## config.mk

```make
export PLATFORM = sky130hd
export DESIGN_NAME = adc_frame_aligner
export DESIGN_NICKNAME = d
export VERILOG_FILES = /design/src/rtl/adc_if_pkg.sv /design/src/rtl/adc_lane_interleave.sv /design/src/rtl/adc_frame_aligner.sv
export SDC_FILE = /design/constraint.sdc
export NUM_CORES = 1
export LEC_CHECK = 0
export ABC_CLOCK_PERIOD_IN_PS = 5200
export CAP_MARGIN = 5
export CORE_MARGIN = 3
export CORE_UTILIZATION = 48
export DETAILED_ROUTE_END_ITERATION = 8
export GPL_TIMING_DRIVEN = 0
export PLACE_DENSITY = 0.92
export SYNTH_ARGS = -nofsm -noshare
export SYNTH_HDL_FRONTEND = slang
export SYNTH_SLANG_ARGS = --single-unit
export TNS_END_PERCENT = 20
```

## constraint.sdc

```tcl
create_clock -name clk_in -period 5.2 [get_ports clk_in]
set_clock_uncertainty 0.2 [all_clocks]
set_input_delay 1.3 -clock clk_in [delete_from_list [all_inputs] [get_ports clk_in]]
set_output_delay 1.3 -clock clk_in [all_outputs]
set_load 0.02 [all_outputs]
```

## src/rtl/adc_if_pkg.sv

```systemverilog
// rtl/adc_if_pkg.sv - alignment FSM states and default link constants for the ADC front end
package adc_if_pkg;

  typedef enum logic [2:0] {
    ST_SETTLE,
    ST_CHECK,
    ST_SLIP,
    ST_SLIP_WAIT,
    ST_LOCKED
  } align_state_t;

  localparam logic [7:0]  FRAME_PAT_DEF = 8'hF0;
  localparam logic [15:0] TP_DEF        = 16'hB2E9;

endpackage

```

## src/rtl/adc_lane_interleave.sv

```systemverilog
// rtl/adc_lane_interleave.sv - combinational remap of LANES deserialized lane words into one sample
module adc_lane_interleave #(
  parameter int LANES = 2,
  parameter int SER   = 8
)(
  input  logic [LANES*SER-1:0] i_lanes,
  output logic [LANES*SER-1:0] o_sample
);

  // Lane l carries every LANES-th sample bit starting at the MSB minus l.
  for (genvar l = 0; l < LANES; l++) begin : g_lane
    for (genvar k = 0; k < SER; k++) begin : g_bit
      assign o_sample[LANES*SER-1-l-k*LANES] = i_lanes[l*SER+SER-1-k];
    end
  end

endmodule

```

## src/rtl/adc_frame_aligner.sv

```systemverilog
// rtl/adc_frame_aligner.sv - bitslip frame alignment, lane reassembly and test-pattern checker
module adc_frame_aligner
  import adc_if_pkg::*;
#(
  parameter int                   N_CH      = 2,
  parameter int                   LANES     = 2,
  parameter int                   SER       = 8,
  parameter logic [SER-1:0]       FRAME_PAT = FRAME_PAT_DEF,
  parameter logic [LANES*SER-1:0] TP        = TP_DEF,
  parameter int                   SETTLE    = 16,
  parameter int                   BS_WAIT   = 4,
  parameter int                   MISS_MAX  = 3
)(
  input  logic                          clk_in,
  input  logic                          rst_in,
  input  logic                          realign_in,
  input  logic                          tp_mode_in,
  input  logic                          tp_clr_in,
  input  logic [SER-1:0]                fr_in,
  input  logic [N_CH*LANES*SER-1:0]     d_in,
  output logic                          bitslip_out,
  output logic                          locked_out,
  output logic                          align_err_out,
  output logic [$clog2(SER)-1:0]        slip_cnt_out,
  output logic [N_CH*LANES*SER-1:0]     adc_out,
  output logic                          adc_valid_out,
  output logic [15:0]                   tp_err_cnt_out
);

  localparam int SAMPLE_W = LANES * SER;
  localparam int SW       = $clog2(SER);
  localparam int CW       = $clog2((SETTLE > BS_WAIT) ? SETTLE : BS_WAIT) + 1;
  localparam int MW       = $clog2(MISS_MAX) + 1;
  localparam int NW       = $clog2(N_CH + 1);

  align_state_t              r_state, w_state_nxt;
  logic [CW-1:0]             r_cnt, w_cnt_nxt;
  logic [MW-1:0]             r_miss, w_miss_nxt;
  logic [SW-1:0]             r_slip_cnt, w_slip_cnt_nxt;
  logic                      r_align_err, w_align_err_nxt;
  logic                      w_fr_match;
  logic [N_CH*SAMPLE_W-1:0]  w_sample;
  logic [N_CH*SAMPLE_W-1:0]  r_adc;
  logic                      r_adc_valid;
  logic [NW-1:0]             w_tp_miss;
  logic [16:0]               w_tp_sum;
  logic [15:0]               r_tp_cnt;

  assign w_fr_match = (fr_in == FRAME_PAT);

  always_ff @(posedge clk_in or negedge rst_in) begin
    if (!rst_in) begin
      r_state     <= ST_SETTLE;
      r_cnt       <= '0;
      r_miss      <= '0;
      r_slip_cnt  <= '0;
      r_align_err <= 1'b0;
    end else begin
      r_state     <= w_state_nxt;
      r_cnt       <= w_cnt_nxt;
      r_miss      <= w_miss_nxt;
      r_slip_cnt  <= w_slip_cnt_nxt;
      r_align_err <= w_align_err_nxt;
    end
  end

  always_comb begin
    w_state_nxt     = r_state;
    w_cnt_nxt       = r_cnt;
    w_miss_nxt      = r_miss;
    w_slip_cnt_nxt  = r_slip_cnt;
    w_align_err_nxt = r_align_err;
    case (r_state)
      ST_SETTLE: begin
        if (r_cnt == CW'(SETTLE - 1)) begin
          w_state_nxt = ST_CHECK;
          w_cnt_nxt   = '0;
        end else begin
          w_cnt_nxt = r_cnt + 1'b1;
        end
      end
      ST_CHECK: begin
        if (w_fr_match) begin
          w_state_nxt = ST_LOCKED;
          w_miss_nxt  = '0;
        end else begin
          w_state_nxt    = ST_SLIP;
          w_slip_cnt_nxt = (r_slip_cnt == SW'(SER - 1)) ? '0 : r_slip_cnt + 1'b1;
        end
      end
      ST_SLIP: begin
        w_state_nxt = ST_SLIP_WAIT;
        w_cnt_nxt   = '0;
      end
      ST_SLIP_WAIT: begin
        // A wrapped slip counter means every bit phase has been tried once.
        if (r_slip_cnt == '0) w_align_err_nxt = 1'b1;
        if (r_cnt == CW'(BS_WAIT - 1)) begin
          w_state_nxt = ST_CHECK;
          w_cnt_nxt   = '0;
        end else begin
          w_cnt_nxt = r_cnt + 1'b1;
        end
      end
      ST_LOCKED: begin
        if (w_fr_match) begin
          w_miss_nxt = '0;
        end else if (r_miss == MW'(MISS_MAX - 1)) begin
          w_state_nxt = ST_CHECK;
          w_miss_nxt  = '0;
        end else begin
          w_miss_nxt = r_miss + 1'b1;
        end
      end
      default: begin
        w_state_nxt = ST_SETTLE;
        w_cnt_nxt   = '0;
      end
    endcase
    if (realign_in) begin
      w_state_nxt     = ST_SETTLE;
      w_cnt_nxt       = '0;
      w_miss_nxt      = '0;
      w_slip_cnt_nxt  = '0;
      w_align_err_nxt = 1'b0;
    end
  end

  for (genvar c = 0; c < N_CH; c++) begin : g_ch
    adc_lane_interleave #(
      .LANES (LANES),
      .SER   (SER)
    ) u_interleave (
      .i_lanes  (d_in[c*SAMPLE_W +: SAMPLE_W]),
      .o_sample (w_sample[c*SAMPLE_W +: SAMPLE_W])
    );
  end

  always_comb begin
    w_tp_miss = '0;
    for (int c = 0; c < N_CH; c++) begin
      if (r_adc[c*SAMPLE_W +: SAMPLE_W] != TP) w_tp_miss = w_tp_miss + NW'(1);
    end
  end

  assign w_tp_sum = {1'b0, r_tp_cnt} + 17'(w_tp_miss);

  always_ff @(posedge clk_in or negedge rst_in) begin
    if (!rst_in) begin
      r_adc       <= '0;
      r_adc_valid <= 1'b0;
      r_tp_cnt    <= '0;
    end else begin
      r_adc       <= w_sample;
      r_adc_valid <= (r_state == ST_LOCKED);
      if (tp_clr_in) begin
        r_tp_cnt <= '0;
      end else if (tp_mode_in && r_adc_valid) begin
        r_tp_cnt <= w_tp_sum[16] ? 16'hFFFF : w_tp_sum[15:0];
      end
    end
  end

  assign bitslip_out    = (r_state == ST_SLIP);
  assign locked_out     = (r_state == ST_LOCKED);
  assign align_err_out  = r_align_err;
  assign slip_cnt_out   = r_slip_cnt;
  assign adc_out        = r_adc;
  assign adc_valid_out  = r_adc_valid;
  assign tp_err_cnt_out = r_tp_cnt;

endmodule

```

---- After elaboration in Yosys (flattened, before gate mapping) ----
Index checks and enable logic that the tools add are counted.
word-level totals
  register bits after elaboration ......... 64
  input bits .............................. 45
  output and inout bits ................... 55
operators by class
  add/subtract/negate cells ............... 5
  eq/ne operators ......................... 18
  mux-type cells .......................... 28
  reductions and logical operators ........ 13
operators by type and width
  operator              count
  $mux 16               3
  $mux 3                14
  $ne 16x16->1 const B  2
  $add 16x2->17         1
  $mux 5                3
  $pmux 3 s5            1
  $pmux 5 s3            1
  $ne 3x3->1 const B    4
  $eq 3x2->1 const B    3
  $eq 8x8->1 const B    1
  $reduce_bool 2->1     4
  $add 3x1->3 const B   2
  $eq 3x3->1 const B    2
  $logic_not 3->1       2
  $pmux 3 s2            1
  $reduce_and 2->1      3
  $add 5x1->5 const B   1
  $eq 5x2->1 const B    1
  $eq 5x4->1 const B    1
  $mux 1                4
  $reduce_and 4->1      1
  $eq 3x1->1 const B    1
  $ne 3x2->1 const B    1
  $reduce_bool 3->1     1
  6 further kinds       6

---- Longest topological paths before layout ----
Gate-level depths: netlist (run 1).
  depth in word-level cells ............... 8
  depth in mapped cells ................... 12
  gate-level depth less buffers ........... 11

---- Modules after synthesis ----
A second synthesis (run 1) with hierarchy kept.
unflattened totals
  cells, all modules ...................... 281
  area, all modules ....................... 3093.0 µm²
by module, submodules not included
  module               instances  cells each  area an instance (µm²)
  adc_frame_aligner    1          249         2852.7
  adc_lane_interleave  2          16          120.1

---- Least setup slack after synthesis (run 1) ----
Ideal clock, no wire load.
  path type ............................... reg-to-reg
  start ................................... register r_adc[20], in the netlist adc_out[20]
  end ..................................... register r_tp_cnt[1], in the netlist tp_err_cnt_out[1]
  library setup time ...................... 100 ps
  arrival ................................. 2657 ps
  required time ........................... 4900 ps
  slack ................................... 2243 ps
  stages on the path, launching flop included .. 12
  buffers on the path ..................... 1
  clock period less this slack ............ 2957 ps
  cell sequence ........................... dfrtp_1 nand4b_1 nor4_1 nand3_1 ha_1 ha_1 inv_1 fa_1 and3b_1 clkbuf_1 nand3_1 a311oi_1
between the ends
  word-level cells in the longest chain between the ends .. 6
ends and longest elaborated chain
  what                      line                      text
  start: declaration        adc_frame_aligner.sv:43   logic [N_CH*SAMPLE_W-1:0] r_adc;
  start signal: assignment  adc_frame_aligner.sv:154  r_adc <= w_sample;
  $ne 16x16->1              adc_frame_aligner.sv:142  if (r_adc[c*SAMPLE_W +: SAMPLE_W] != TP) w_tp_miss = w_tp_miss + NW'(1);
  $mux 2                    adc_frame_aligner.sv:142
  $add 16x2->17             adc_frame_aligner.sv:146  assign w_tp_sum = {1'b0, r_tp_cnt} + 17'(w_tp_miss);
  $mux 16                   adc_frame_aligner.sv:159  r_tp_cnt <= w_tp_sum[16] ? 16'hFFFF : w_tp_sum[15:0];
  $mux 16                   adc_frame_aligner.sv:158  end else if (tp_mode_in && r_adc_valid) begin
  $mux 16                   adc_frame_aligner.sv:156  if (tp_clr_in) begin
  end signal: assignment    adc_frame_aligner.sv:159
  end: declaration          adc_frame_aligner.sv:47   logic [15:0] r_tp_cnt;
Every way passes these cells. The select of a mux whose other input is x is not followed.
A chain may end at the register's enable or synchronous reset.

---- Worst setup path in the final report (run 1) ----
  start ................................... register r_state[0]
  end ..................................... output port locked_out
between the ends
  word-level cells in the longest chain between the ends .. 1
ends and longest elaborated chain
  what                      line                      text
  start: declaration        adc_frame_aligner.sv:36   align_state_t r_state, w_state_nxt;
  start signal: assignment  adc_frame_aligner.sv:59   r_state <= w_state_nxt;
  $eq 3x3->1                adc_frame_aligner.sv:165  assign locked_out = (r_state == ST_LOCKED);
  end: declaration          adc_frame_aligner.sv:22   output logic locked_out,
Every way passes these cells.

==> results of run 1 <==
==> logic make-up (layout without fill, tap and decap cells) <==
group / count (synthesis) / after routing / share of synthesized area, %
muxes: 5 / 5 / 1.87
AOI/OAI and AO/OA: 45 / 45 / 10.7
and+or+nand+nor: 112 / 112 / 22.5
DFF: 64 / 64 / 57.1
adders and majority gates: 10 / 10 / 4.73
buffers and inverters: 20 / 133 / 2.85
xor gates and xnor gates: 1 / 1 / 0.312
==> power by group through the flow <==
stage	sequential [mW]	combinational (mW)	clock, mW
2_1_floorplan	0.545	0.0116	0
3_3_place_gp	0.529	0.0989	0
5_1_grt	0.522	0.109	0.388
6_report	0.521	0.101	0.353
4_1_cts	0.521	0.103	0.363
3_5_place_dp	0.530	0.103	0
==> routing by layer <==
| layer | wire length (um) | vias to the layer above | GRT usage [%] |
|---|---|---|---|
| li1 | - | 1170 | - |
| met4 | 78 | 0 | 7.48 |
| met1 | 2720 | 1193 | 26.6 |
| met5 | 0 | - | 0 |
| met2 | 3860 | 74 | 40.5 |
| met3 | 383 | 9 | 6.07 |
==> stage by stage <==
step	area (um2)	std cells	utilization (%)	total power [mW]	hold slack, ns
after floorplan	2810	257	-	0.557	0.292
after global placement	3880	427	69.6	0.628	0.290
after detailed placement	3890	428	69.8	0.633	0.282
after CTS	4050	442	72.6	0.987	0.313
after global routing	4050	442	72.6	1.02	0.329
final	4050	442	72.6	0.975	0.310
==> area by class of cell <==
cell class,count,share of cell area (%)
inverters,10,0.928
clock buffers,13,3.68
flip-flops and latches,64,39.6
plain buffers,10,1.05
well taps,72,2.23
clock inverters,1,0.124
repair buffers,99,24.6
multi-input cells,173,27.8
==> synthesized netlist by cell type (all sizes together), types with 2 or more instances <==
cell | number | area share [%]
a211o | 2 | 0.62
a211oi | 8 | 2.1
a21oi | 11 | 2.0
a22o | 2 | 0.62
a311oi | 4 | 1.2
a31oi | 4 | 0.89
and3 | 4 | 0.94
and4 | 2 | 0.62
buf | 3 | 0.53
clkbuf | 7 | 0.98
dfrtp | 64 | 57
ha | 9 | 4.0
inv | 10 | 1.3
mux2 | 2 | 0.80
mux2i | 3 | 1.1
nand2 | 23 | 3.1
nand3 | 12 | 2.3
nand3b | 2 | 0.53
nand4 | 3 | 0.67
nor2 | 19 | 2.5
nor2b | 2 | 0.45
nor3 | 11 | 2.0
nor3b | 4 | 1.1
nor4 | 8 | 1.8
nor4bb | 5 | 1.8
o21a | 2 | 0.53
o21ai | 6 | 1.1
o31ai | 2 | 0.53
or2 | 2 | 0.45
or3 | 2 | 0.45
or3b | 2 | 0.62
or4 | 4 | 1.1
==> flip-flops by register name, indices dropped and copies added (netlist names) <==
name / cells
adc_out: 32
adc_valid_out: 1
align_err_out: 1
r_cnt: 5
r_miss: 3
r_state: 3
slip_cnt_out: 3
tp_err_cnt_out: 16
==> worst max path at each step <==
stage	depth (start not counted)	endpoint	startpoint
6_report	3	locked_out	r_state[0]
4_1_cts	3	locked_out	r_state[0]
3_3_place_gp	1	adc_out[16]	rst_in
5_1_grt	3	locked_out	r_state[2]
3_5_place_dp	11	tp_err_cnt_out[1]	adc_out[20]
2_1_floorplan	11	tp_err_cnt_out[1]	adc_out[20]
==> cell usage in the layout (no fill, tap or decap), drive strengths merged, types with 2 or more instances in the layout <==
| cell | synthesis | layout |
|---|---|---|
| a311oi | 4 | 4 |
| nor4bb | 5 | 5 |
| a211oi | 8 | 8 |
| or2 | 2 | 2 |
| or3b | 2 | 2 |
| nor2b | 2 | 2 |
| a31oi | 4 | 4 |
| mux2 | 2 | 2 |
| nand2 | 23 | 23 |
| clkdlybuf4s50 | 0 | 97 |
| clkbuf | 7 | 20 |
| or3 | 2 | 2 |
| and3 | 4 | 4 |
| a21oi | 11 | 11 |
| dfrtp | 64 | 64 |
| nand3b | 2 | 2 |
| mux2i | 3 | 3 |
| buf | 3 | 5 |
| nor4 | 8 | 8 |
| a211o | 2 | 2 |
| nor2 | 19 | 19 |
| nor3 | 11 | 11 |
| a22o | 2 | 2 |
| nand4 | 3 | 3 |
| nand3 | 12 | 12 |
| o21ai | 6 | 6 |
| and4 | 2 | 2 |
| o21a | 2 | 2 |
| nor3b | 4 | 4 |
| or4 | 4 | 4 |
| ha | 9 | 9 |
| o31ai | 2 | 2 |
| inv | 10 | 10 |
==> flow_metrics.tcl, run 1 <==
set metrics [dict create \
    wl_um 7040 \
    power_density_nw_per_um2 241 \
    timing.max_cap.violations 0 \
    p_seq_share_pct 53.4 \
    r2r_end "tp_err_cnt_out[1]" \
    period_needed_ns 3.71 \
    slew_headroom_pct 60.1 \
    cts-root-buf "clkbuf_8" \
    multi_input_area_um2 1120 \
    worstPathBufferInverterCount 2 \
    cpPeakStageDelay_ns 0.72 \
    ir_worst_vdd_mv 0.157 \
    combPwrFrac_pct 10.4 \
    synth.net_count 312 \
    core-area_um2 5570 \
    die_x_um 82.5 \
    async_reset_ff_share_pct 100 \
    path_max_fanout 10 \
    ios 100 \
    critPathCaptureType "output pin" \
    gp_congestion 0.869 \
    cts_tree "done" \
    hold_end "align_err_out" \
    hold_class "flip-flop to flip-flop" \
    start_util_pct 50.3 \
    hold_violations 0 \
    hpwl_um 5290 \
    p_sw_uw 226 \
    cts_resized 0 \
    ys_seq_area_share_pct 57.1 \
    synth_warnings 0 \
    finalSetupViolCount 0 \
    fin_tns_setup_ns 0 \
    critPathRequiredTime_ns 3.70 \
    worst_slew_pin_slew_ns 0.598 \
    ys_seq_elements 64 \
    via_count 2446 \
    areaGrowthSynthToFinish_pct 44.2 \
    antenna_found_initial 0 \
    cts_sinks 64 \
    synthFlopType "dfrtp_1" \
    startpoint_type "flip-flop" \
    fmax_mhz 269 \
    cts_buffers 9 \
    grt_pass1_vias 2400 \
    track_usage_pct 22.8 \
    wl_per_cell_um 15.9 \
    fp.dieArea_um2 6800 \
    synth_cell_type_count 48 \
    cts.path.max_buffers 2 \
    ff2ff_setup_slack_ns 1.63 \
    grt_max_degree 43 \
    core.rowCount 27 \
    slowest_stage "clkdlybuf4s50_1" \
    power.internal_uw 750 \
    drc 0 \
    dieHeight_um 82.5 \
    hp-start "align_err_out" \
    slew_violations 0 \
    worstSkewPairLatency_ns 0.33 \
    regArea_um2 1600 \
    fill_cells 428 \
    drive_above_1_share_pct 6.76 \
    setup_slack_ns 1.49 \
    cts_max_level 3 \
    avgSynthCellArea_um2 10.9 \
    ctsHoldBuffers 0 \
    grt-ovfl-total 0 \
    cellLeakagePower_nw 1.65 \
    dp_slack_ns 1.68 \
    num-nets-final 422 \
    vias_per_cell 5.53 \
    dr.pass1.iters 4 \
    antenna_left 0 \
    rsz0062_at_grt "false" \
    arrival_ns 2.21 \
    critPathKind "flip-flop to output pin" \
    synth_edf_count 0 \
    cts_setup_buffers 0 \
    portBuffers 98 \
    path_delay_family "buffers and inverters" \
    fin_crit_sh_pct 71.4 \
    syn_inst 257 \
    whs_path_depth 1 \
    clockPowerShare_pct 36.2 \
    grt_pass1_wl_um 11500 \
    status "finished clean" \
    swShare_pct 23.1 \
    reg2reg_from "adc_out[20]" \
    crit_chain "clkbuf_1 -> nor3b_1 -> clkdlybuf4s50_1" \
    synthesis.area_um2 2810 \
    clk_pin_slew_ns 0.06 \
    drtIter0Drc 146 \
    r2r_cells 11 \
    num_antenna_cells 0 \
]
Note: power is estimated with default switching activity, not from simulation.
==> run 2: changes to the inputs <==
--- a/config.mk
+++ b/config.mk
@@ -5,13 +5,13 @@
 export SDC_FILE = /design/constraint.sdc
 export NUM_CORES = 1
 export LEC_CHECK = 0
-export ABC_CLOCK_PERIOD_IN_PS = 5200
+export ABC_CLOCK_PERIOD_IN_PS = 3100
 export CAP_MARGIN = 5
 export CORE_MARGIN = 3
-export CORE_UTILIZATION = 48
+export CORE_UTILIZATION = 40
 export DETAILED_ROUTE_END_ITERATION = 8
 export GPL_TIMING_DRIVEN = 0
-export PLACE_DENSITY = 0.92
+export PLACE_DENSITY = 0.82
 export SYNTH_ARGS = -nofsm -noshare
 export SYNTH_HDL_FRONTEND = slang
 export SYNTH_SLANG_ARGS = --single-unit
==> constraint.sdc (replaced) <==
create_clock -name clk_in -period 3.1 [get_ports clk_in]
set_clock_uncertainty 0.2 [all_clocks]
set_input_delay 0.775 -clock clk_in [delete_from_list [all_inputs] [get_ports clk_in]]
set_output_delay 0.775 -clock clk_in [all_outputs]
set_load 0.02 [all_outputs]
==> flow_metrics.tcl, run 2 (synthesis gave the netlist of run 1 again) <==
set metrics [dict create \
    status "finished clean" \
    cts_sinks 64 \
    cpPeakStageDelay_ns 0.38 \
    grt_max_degree 65 \
    fin_crit_sh_pct 98.7 \
    final_cell_mix "97 x clkdlybuf4s50_1, 64 x dfrtp_1, 23 x nand2_1, 18 x nor2_1, 11 x clkbuf_8" \
    cts_max_level 3 \
    core-area_um2 6570 \
    reg2reg_from "adc_out[20]" \
    ctsHoldBuffers 0 \
    hold_ws_ns 0.313 \
    startpoint_type "flip-flop" \
    whs_path_depth 1 \
    cts_tree "done" \
    slowest_stage "dfrtp_1" \
    largest_reg_flops 32 \
    period_needed_ns 3.06 \
    gp_congestion 0.836 \
    die_x_um 89.8 \
    drtIter0Drc 116 \
    path_max_fanout 5 \
    grt_pass1_wl_um 11700 \
    path_delay_family "simple AND/OR/NAND/NOR gates" \
    vias_per_cell 5.25 \
    clk_pin_slew_ns 0.07 \
    r2r_cells 11 \
    drc 0 \
    num-nets-final 425 \
    portBuffers 98 \
    wl_um 7070 \
    final_area_um2 4260 \
    areaGrowthSynthToFinish_pct 51.9 \
    arrival_ns 3.07 \
    grt-ovfl-total 0 \
    hold_end "align_err_out" \
    hp-start "align_err_out" \
    core.rowCount 29 \
    slew_headroom_pct 46.7 \
    hold_violations 0 \
    r2r_end "tp_err_cnt_out[14]" \
    drive_above_1_share_pct 13.1 \
    worstSkewPairLatency_ns 0.34 \
    grt_pass1_vias 2463 \
    critPathRequiredTime_ns 3.11 \
    crit_chain "nand4b_1 -> nor4_4 -> nand3_2 -> ha_4 -> ha_4 -> inv_2 -> fa_2 -> nand3b_1 -> nor3_4 -> and4_1 -> nor3_1" \
    start_util_pct 42.7 \
    crit_top_cell "ha_4" \
    dieHeight_um 89.8 \
    finalSetupViolCount 0 \
    antenna_left 0 \
    power.total_mw 1.77 \
    cts_buffers 9 \
    final_util_pct 64.9 \
    rsz0062_at_grt "true" \
    wl_per_cell_um 15.1 \
    fp.dieArea_um2 8060 \
    ios 100 \
    critPathCaptureType "flip-flop" \
    worst_slew_pin_slew_ns 0.800 \
    worstPathBufferInverterCount 1 \
    final_common_cell "clkdlybuf4s50_1" \
    fmax_mhz 327 \
    cts-root-buf "clkbuf_8" \
    track_usage_pct 18.0 \
    antenna_found_initial 0 \
    power_density_nw_per_um2 414 \
    hold_class "flip-flop to flip-flop" \
    critPathKind "flip-flop to flip-flop" \
    placed_area_um2 3900 \
    hpwl_um 5000 \
    via_count 2456 \
    cellLeakagePower_nw 1.72 \
    slew_violations 0 \
    timing.max_cap.violations 0 \
    ir_worst_vdd_mv 0.343 \
    fin_tns_setup_ns 0 \
    ff2ff_setup_slack_ns 0.04 \
    dr.pass1.iters 4 \
    num_antenna_cells 0 \
    cts.path.max_buffers 2 \
]
-- run 2: cell types whose count changed in the layout (fill, tap and decap cells not counted), moves of 2 or more --
cell and delta:
a21oi_1 -2, a21oi_2 +2, buf_2 -2, buf_4 +6, clkbuf_1 -2, ha_1 -3, ha_4 +3, nand3_1 -2
nor4_1 -2
-- run 2: how the worst max path moves through the flow --
| stage | slack, ns | cells after the start | end | from |
|---|---|---|---|---|
| final | 0.04 | 11 | tp_err_cnt_out[14] | adc_out[20] |
| after global routing | -0.15 | 11 | tp_err_cnt_out[8] | adc_out[20] |
| after CTS | -0.08 | 10 | tp_err_cnt_out[13] | adc_out[20] |
| after detailed placement | -0.41 | 11 | tp_err_cnt_out[1] | adc_out[20] |
| after global placement | -0.99 | 1 | adc_out[12] | rst_in |
| after floorplan | 0.14 | 11 | tp_err_cnt_out[1] | adc_out[20] |
-- run 2: timing repair --
action                                  4_1_cts  5_1_grt
setup buffers                                 0        5
gates resized for setup                       9       16
cloned                                        0        0
endpoints found under the setup margin       17       17
pin swaps                                     1       12
-- run 2: area by class of cell --
cell class,count,area [um2]
sequential,64,1600
tap,93,116
clock inverter,3,40.0
multi-input combinational,173,1250
fill,491,2300
inverter,10,37.5
timing repair buffer,103,1020
clock buffer,13,159
buffer,9,45.0
-- run 2: power by group --
group	switching [mW]	internal, mW	leakage, nW
combinational	0.0741	0.0936	0.800
clock	0.312	0.413	0.103
sequential	0.0143	0.859	0.818
-- run 2: metrics by stage --
stage / std cells / setup slack, ns
after floorplan: 257 / 0.143
after global placement: 448 / -0.991
after detailed placement: 448 / -0.407
after CTS: 463 / -0.0759
after global routing: 468 / -0.155
final: 468 / 0.0401
-- run 2: per-layer routing --
metal	GRT usage [%]	part of all wire, %
met2	28.6	49
met1	22.5	42
met3	4.59	6.2
met4	9.83	2.7
met5	0	0
